===== config.mk =====
export PLATFORM = sky130hd
export DESIGN_NAME = adder_unit_flat
export DESIGN_NICKNAME = d
export VERILOG_FILES = /design/src/rtl/adder_unit_if.sv /design/src/rtl/adder_unit.sv /design/src/flat_wrapper.sv
export SDC_FILE = /design/constraint.sdc
export NUM_CORES = 1
export LEC_CHECK = 0
export ABC_AREA = 1
export ABC_CLOCK_PERIOD_IN_PS = 900
export CAP_MARGIN = 10
export CORE_MARGIN = 10
export CORE_UTILIZATION = 45
export DETAILED_ROUTE_END_ITERATION = 8
export PLACE_DENSITY = 0.81
export SKIP_CTS_REPAIR_TIMING = 1
export SLEW_MARGIN = 10
export SYNTH_ARGS = -nofsm -noshare
export SYNTH_HDL_FRONTEND = slang
export SYNTH_SLANG_ARGS = --single-unit

===== constraint.sdc =====
create_clock -name clk -period 0.9 [get_ports clk]
set_clock_uncertainty 0.15 [all_clocks]
set_input_delay 0.09 -clock clk [delete_from_list [all_inputs] [get_ports clk]]
set_output_delay 0.09 -clock clk [all_outputs]
set_load 0.005 [all_outputs]

===== src/rtl/adder_unit_if.sv =====
// Operand/result bundle for adder_unit: the master drives operands, the slave
// (the adder) returns the registered sum and status flags.
interface adder_unit_if #(
  parameter int unsigned WIDTH = 16
);
  logic             in_valid;
  logic             cin;
  logic [WIDTH-1:0] a;
  logic [WIDTH-1:0] b;
  logic             out_valid;
  logic [WIDTH-1:0] r;
  logic             cout;
  logic             ovf;
  logic             zero;
  logic             neg;

  modport master (
    output in_valid, cin, a, b,
    input  out_valid, r, cout, ovf, zero, neg
  );

  modport slave (
    input  in_valid, cin, a, b,
    output out_valid, r, cout, ovf, zero, neg
  );
endinterface


===== src/rtl/adder_unit.sv =====
// Two-operand adder with carry-in built from 4-bit carry-lookahead groups and a
// group-level lookahead unit; sum and ALU status flags are registered once.
module adder_unit #(
  parameter int unsigned WIDTH = 16,
  parameter int unsigned GROUP = 4
) (
  input  logic         clk,
  input  logic         rst_n,
  adder_unit_if.slave  bus
);
  localparam int unsigned NGRP = WIDTH / GROUP;
  localparam int unsigned IW   = $clog2(WIDTH);

  // Flat lookahead: carry into position n = OR_j (g_j & p_{j+1..n-1}) | (p_{0..n-1} & c0).
  function automatic logic flat_carry(input logic [WIDTH-1:0] g,
                                      input logic [WIDTH-1:0] p,
                                      input logic             c0,
                                      input int unsigned      n);
    logic carry;
    logic term;
    term = c0;
    for (int unsigned m = 0; m < n; m++) term = term & p[IW'(m)];
    carry = term;
    for (int unsigned j = 0; j < n; j++) begin
      term = g[IW'(j)];
      for (int unsigned m = j + 1; m < n; m++) term = term & p[IW'(m)];
      carry = carry | term;
    end
    return carry;
  endfunction

  logic [WIDTH-1:0] g;
  logic [WIDTH-1:0] p;
  logic [WIDTH-1:0] c;
  logic [NGRP-1:0]  grp_g;
  logic [NGRP-1:0]  grp_p;
  logic [NGRP:0]    grp_c;

  logic [WIDTH-1:0] sum_d;
  logic             cout_d;
  logic             ovf_d;
  logic             zero_d;
  logic             neg_d;

  logic             valid_q;
  logic [WIDTH-1:0] r_q;
  logic             cout_q;
  logic             ovf_q;
  logic             zero_q;
  logic             neg_q;

  always_comb begin
    g = bus.a & bus.b;
    p = bus.a ^ bus.b;
  end

  for (genvar k = 0; k < NGRP; k++) begin : g_grp
    assign grp_g[k] = flat_carry(WIDTH'(g[k*GROUP +: GROUP]), WIDTH'(p[k*GROUP +: GROUP]), 1'b0, GROUP);
    assign grp_p[k] = &p[k*GROUP +: GROUP];
    for (genvar i = 0; i < GROUP; i++) begin : g_bit
      assign c[k*GROUP+i] = flat_carry(WIDTH'(g[k*GROUP +: GROUP]), WIDTH'(p[k*GROUP +: GROUP]),
                                       grp_c[k], i);
    end
  end

  for (genvar k = 0; k <= NGRP; k++) begin : g_gcarry
    assign grp_c[k] = flat_carry(WIDTH'(grp_g), WIDTH'(grp_p), bus.cin, k);
  end

  always_comb begin
    sum_d  = p ^ c;
    cout_d = grp_c[NGRP];
    ovf_d  = (bus.a[WIDTH-1] == bus.b[WIDTH-1]) && (sum_d[WIDTH-1] != bus.a[WIDTH-1]);
    zero_d = ~|sum_d;
    neg_d  = sum_d[WIDTH-1];
  end

  // Result fields update only on accepted operands so idle-cycle inputs never leak out.
  always_ff @(posedge clk or negedge rst_n) begin
    if (!rst_n) begin
      valid_q <= 1'b0;
      r_q     <= '0;
      cout_q  <= 1'b0;
      ovf_q   <= 1'b0;
      zero_q  <= 1'b0;
      neg_q   <= 1'b0;
    end else begin
      valid_q <= bus.in_valid;
      if (bus.in_valid) begin
        r_q    <= sum_d;
        cout_q <= cout_d;
        ovf_q  <= ovf_d;
        zero_q <= zero_d;
        neg_q  <= neg_d;
      end
    end
  end

  always_comb begin
    bus.out_valid = valid_q;
    bus.r         = r_q;
    bus.cout      = cout_q;
    bus.ovf       = ovf_q;
    bus.zero      = zero_q;
    bus.neg       = neg_q;
  end
endmodule


===== src/flat_wrapper.sv =====
// flat-port wrapper written by rule: the top's interface ports become plain ports
module adder_unit_flat 
#(
  parameter int unsigned WIDTH = 16,
  parameter int unsigned GROUP = 4
)
  (clk, rst_n, bus_in_valid, bus_cin, bus_a, bus_b, bus_out_valid, bus_r, bus_cout, bus_ovf, bus_zero, bus_neg);
  adder_unit_if #(.WIDTH(WIDTH)) bus_i ();
  input  logic clk;
  input  logic rst_n;
  input wire logic [$bits(bus_i.in_valid)-1:0] bus_in_valid;
  input wire logic [$bits(bus_i.cin)-1:0] bus_cin;
  input wire logic [$bits(bus_i.a)-1:0] bus_a;
  input wire logic [$bits(bus_i.b)-1:0] bus_b;
  output wire logic [$bits(bus_i.out_valid)-1:0] bus_out_valid;
  output wire logic [$bits(bus_i.r)-1:0] bus_r;
  output wire logic [$bits(bus_i.cout)-1:0] bus_cout;
  output wire logic [$bits(bus_i.ovf)-1:0] bus_ovf;
  output wire logic [$bits(bus_i.zero)-1:0] bus_zero;
  output wire logic [$bits(bus_i.neg)-1:0] bus_neg;
  assign bus_i.in_valid = bus_in_valid;
  assign bus_i.cin = bus_cin;
  assign bus_i.a = bus_a;
  assign bus_i.b = bus_b;
  assign bus_out_valid = bus_i.out_valid;
  assign bus_r = bus_i.r;
  assign bus_cout = bus_i.cout;
  assign bus_ovf = bus_i.ovf;
  assign bus_zero = bus_i.zero;
  assign bus_neg = bus_i.neg;
  adder_unit #(.WIDTH(WIDTH), .GROUP(GROUP)) u_core (.clk(clk), .rst_n(rst_n), .bus(bus_i));
endmodule

**Word level (Yosys, flattened, before mapping)**

Cells that the tools add are included.

- Equal/unequal tests: 2
- Bitwise operators: 95
- Reductions and logical operators: 7

Operators with widths:

| kind | number |
|---|---|
| 1-bit bitwise AND | 46 |
| 1-bit OR | 46 |
| 16-bit XOR | 2 |
| 16-bit bitwise AND | 1 |
| 4-bit AND reduction | 4 |
| 16-bit OR reduction | 1 |
| 1-bit == test | 1 |
| 1-bit logical AND | 1 |
| 1-bit zero test | 1 |
| 1-bit != test | 1 |

- Bits in registers: 21
- Input port bits: 36
- Output and inout port bits: 21
- Logic and storage cells: 110

**Logic depth before layout (Yosys ltp)**

- Word-level depth: 21
- Gate-level depth with buffers: 18
- Depth with buffers taken out: 18

**Least setup slack after synthesis**

No wires, ideal clock.

- Path kind: input -> register
- From: in bus_b[1]
- To: reg u_core.zero_q (netlist: u_core.bus.zero)
- Setup time: 0.065 ns
- Data arrival time: 2.068 ns
- Required time: 0.685 ns
- Slack: -1.383 ns
- Stages: 15
- Buffers on the path: 0
- Path through: ha_1 > nand2_1 > nand2_1 > nand2_1 > nand2_1 > o21ai_1 > nand3_1 > a21o_1 > fa_1 > nor2_2 > nor3b_2 > nand3_1 > nor2_1 > nand3_1 > nand2_1

- Elaborated cells on any way between the ends: 59
- Classes of those cells: 56 x bitwise; 3 x reduce/logical

RTL lines:

| what | line | source |
|---|---|---|
| start, declared | flat_wrapper.sv:14 | `input wire logic [$bits(bus_i.b)-1:0] bus_b;` |
| 16-bit XOR | adder_unit.sv:54 | `p = bus.a ^ bus.b;` |
| 1-bit bitwise AND (3 in series) | adder_unit.sv:26 | `for (int unsigned m = j + 1; m < n; m++) term = term & p[IW'(m)];` |
| 1-bit OR (3 in series) | adder_unit.sv:27 | `carry = carry \| term;` |
| 1-bit bitwise AND (2 in series) | adder_unit.sv:26 |  |
| 1-bit OR (*) (3 in series) | adder_unit.sv:27 |  |
| 16-bit XOR (*) | adder_unit.sv:71 | `sum_d = p ^ c;` |
| named net u_core.sum_d[12] | adder_unit.sv:39 | `logic [WIDTH-1:0] sum_d;` |
| 16-bit OR reduction (*) | adder_unit.sv:74 | `zero_d = ~\|sum_d;` |
| 1-bit zero test (*) | adder_unit.sv:74 |  |
| end signal, assigned | adder_unit.sv:93 | `zero_q <= zero_d;` |
| end, declared | adder_unit.sv:49 | `logic zero_q;` |

Mark *: on every way through the listed nets, which the timed path passes. The rest lies on a longest branch.
A chain may end at the register's enable or synchronous reset.

**Final worst setup path**

- From: in bus_a[1]
- To: reg u_core.zero_q (netlist: u_core.bus.zero)

- Longest elaborated chain between the ends: 21
- Elaborated cells on any way between the ends: 59
- Classes of those cells: 56 x bitwise; 3 x reduce/logical

RTL lines:

| what | line | source |
|---|---|---|
| start, declared | flat_wrapper.sv:13 | `input wire logic [$bits(bus_i.a)-1:0] bus_a;` |
| 16-bit XOR | adder_unit.sv:54 |  |
| 1-bit bitwise AND (3 in series) | adder_unit.sv:26 |  |
| 1-bit OR (3 in series) | adder_unit.sv:27 |  |
| 1-bit bitwise AND (2 in series) | adder_unit.sv:26 |  |
| 1-bit OR (3 in series) | adder_unit.sv:27 |  |
| 1-bit bitwise AND (3 in series) | adder_unit.sv:22 | `for (int unsigned m = 0; m < n; m++) term = term & p[IW'(m)];` |
| 1-bit OR (3 in series) | adder_unit.sv:27 |  |
| 16-bit XOR (*) | adder_unit.sv:71 |  |
| 16-bit OR reduction (*) | adder_unit.sv:74 |  |
| 1-bit zero test (*) | adder_unit.sv:74 |  |

Every way passes the cells marked *; elsewhere a longest branch is shown, timed or not.

==> results by group <==
Die
  – Die area: roughly 6200 um2
  – Starting Density: 46.53%
  – Die boundary width: slightly below 80 um
  – Core area: 3337 um2
  – I/O pin count: 57
  – FP Rows: 21
  – Die Y: between 70 and 80 um

Layout
  – Area delta synth->final: 95.73%
  – Commonest non-fill, non-tap cells in the layout: buf_4 (57), nand2_1 (44), clkbuf_2 (26)
  – Layout Cells excl Fill: about 370
  – ANT cells: 0
  – Commonest non-fill, non-tap cell in the layout: buf_4
  – Multi-input logic area: roughly 1400 um2
  – Post-route cell area: a little over 3000 um2
  – Fillers: between 100 and 150
  – FF+latch area: 500.5 um2
  – Layout cells sized above 1: between 50% and 60%
  – Final Net Count: about 390

Synth
  – Post-synth EDFFs: 0
  – Register area share after synthesis: 32.23%
  – Predominant post-synthesis flop cell: dfrtp_1
  – Syn Std Cell Area: ~1600 um2
  – Top cells by area, synth: dfrtp_1 (32%), ha_1 (16%), nand2_1 (15%)
  – Synth Instances: a little over 200
  – Syn avg cell area: between 7 and 8 um2
  – Combinational family with the most area after synthesis: simple AND/OR/NAND/NOR gates
  – Ys Warns: 0
  – Compound-Gate Fraction of Synth Area: under 10%
  – Yosys reg bits: 20
  – Mapped Nets: about 270
  – Post-synthesis simple-gate area fraction: between 30 and 40%
  – Post-synthesis xor/xnor area fraction: roughly 2.3%
  – Post-synthesis mux area share: 0%
  – Synth cell types: 23
  – Synth area leader: dfrtp_1
  – Ys async rst share: 100.0%
  – Adder-cell area share of the yosys netlist: between 20% and 30%
  – Synth top area share: between 30 and 40%

Clock tree
  – Clock slew at reported path FFs: 0.11 ns
  – Worst skew pair latency: 0.31 ns
  – H-tree Lvls: 1
  – CTS tree: built
  – CTS buffer count: 3
  – Clock sinks: 20
  – Clk root buf: clkbuf_4
  – Max Buffers Root-to-Sink: 2

GRT
  – Total gr overflow: 0
  – Antenna violations before repair: 0
  – Total track usage: ~17%
  – Largest net degree at the start of global routing: 23
  – First-pass GRT wire length: about 8600 um
  – Vias in the first global route: 1952

Drt
  – DRT Pass-1 Iters: 6
  – Drt via density: ~5.7
  – Iteration-0 DRC Markers: roughly 280
  – Drc violations: 0
  – Wire per inst: approximately 20 um
  – DRT antenna net count: 0
  – Total wire length: about 7600 um
  – Total via count in the routed design: approximately 2100

Worst setup path
  – Data required, critical path: about 1.0 ns
  – Crit Path Class: primary input to flop
  – CP max-delay cell: fa_2
  – Nature of the critical path endpoint: flop
  – Max Fanout on Critical Path: 3
  – CP Buf/Inv Count: 1
  – Setup crit start kind: primary input
  – CP cell instances: buf_6 -> ha_4 -> nand2_2 -> nand2_2 -> nand2_2 -> nand2_4 -> o21ai_2 -> nand3_2 -> a21o_1 -> fa_2 -> xnor2_2 -> nand2_1 -> nor2_2 -> nand3_1 -> nor2_1 -> nand3_1 -> nand2_1
  – Worst path most repeated cell: nand2_2
  – CP top delay family: simple AND/OR/NAND/NOR gates
  – Slowest stage delay, CP: ~0.4 ns
  – CP arrival: 2.57 ns

Timing
  – Hold Fails Final Rpt: 20
  – Fin crit share: 274.0%
  – Max Fclk: slightly above 400 MHz
  – Slew @ Worst Pin: about 0.23 ns
  – Slew HR: 84.42%
  – Post-route minimum period: between 2 and 2.5 ns
  – Final setup vio count: 40
  – Final hold slack: -0.02841 ns
  – Total negative slack: -19.91 ns
  – RSZ-0062 raised after global routing: true
  – Setup WS post-layout: -1.566 ns
  – Max Transition Viols Final: 0

Place
  – Routability-driven placement congestion ratio: approximately 0.89
  – Cell Area, Placed: approximately 2800 um2
  – HPWL after detailed placement: around 4500 um
  – # port buffers: 56
  – Placed Cells: around 360

Power and ir drop
  – Pwr Density: 1229 nW/um2
  – Peak supply drop: 715.3 uV
  – Leakage: 1.682 nW

Run status
  – Status: complete, but fails checks
  – Failing checks: negative hold slack, negative setup slack

Worst hold path
  – Class of the worst hold path: primary input to async pin

Run
  – Number of max-cap violations: 0
## area by class of cell
type                            count  area share (%)
Tap cell                           46           1.894
Inverter                           22           2.717
Clock buffer                        4           1.194
Sequential cell                    20           16.47
Timing Repair Buffer              120           33.18
Multi-Input combinational cell    159           44.55
## cells in the mapped netlist (3+ instances only)
cell and number:
fa_1 4, nand3_1 15, a31oi_1 4, inv_1 21
nand2_1 64, nand4_1 7, ha_1 20, o21ai_0 11
clkbuf_1 3, a21oi_1 3, dfrtp_1 20, nor2_1 19
xnor2_1 4
## layer usage
metal / GRT usage (%) / vias to the layer above / share of wire, % / routed length (um)
met1: 17.06 / 1009 / 35 / 2660
met4: 6.452 / 0 / 7.3 / 550
li1: - / 914 / - / -
met3: 3.941 / 58 / 7.6 / 572
met2: 32.65 / 148 / 50 / 3768
met5: 0 / - / 0 / 0
## cell families (layout without fill, tap and decap cells)
group	count (synthesis)	count (layout)
and+or+nand+nor	110	110
DFF	20	20
xor gates and xnor gates	4	4
adders and majority gates	24	24
AOI/OAI and AO/OA	21	21
buffers and inverters	26	146
## flip-flops by register name, summed over array words and instances, names as in the netlist
signal / count
u_core.bus.cout: 1
u_core.bus.ovf: 1
u_core.bus.out_valid: 1
u_core.bus.r: 15
u_core.bus.neg: 1
u_core.bus.zero: 1
## path summary, 6_finish.rpt
| kind | from | endpoint | slack, ns | cells past startpoint |
|---|---|---|---|---|
| min reg2reg | u_core.bus.ovf | u_core.bus.ovf | 0.37 | 2 |
| max reg2reg | u_core.bus.r[9] | u_core.bus.r[9] | -0.22 | 4 |
| min | rst_n | u_core.bus.r[3] | -0.03 | 2 |
| max | bus_a[1] | u_core.bus.zero | -1.57 | 17 |
| max in group asynchronous | rst_n | u_core.bus.cout | 0.49 | 2 |
| min in group clk | bus_a[10] | u_core.bus.r[11] | 0.14 | 5 |
## per-stage QoR
stage          worst slack (ns)  power [mW]  util, %  hold WS, ns
5_1_grt                  -1.597       3.908    91.08     -0.04324
3_5_place_dp             -2.031       2.877    83.01       0.2970
3_3_place_gp             -1.824       2.788    83.01       0.3044
4_1_cts                  -1.798       3.405    84.10     -0.02497
6_report                 -1.566       3.737    91.08     -0.02841
2_1_floorplan            -1.267       1.801        -      -0.3556
## power by group
group          leakage (nW)  internal [mW]  switching [mW]
combinational          1.42           1.07            1.01
clock                0.0210          0.248           0.288
sequential            0.240           1.04          0.0861
total                  1.68           2.35            1.38
Power figures use the tool's default switching activity.
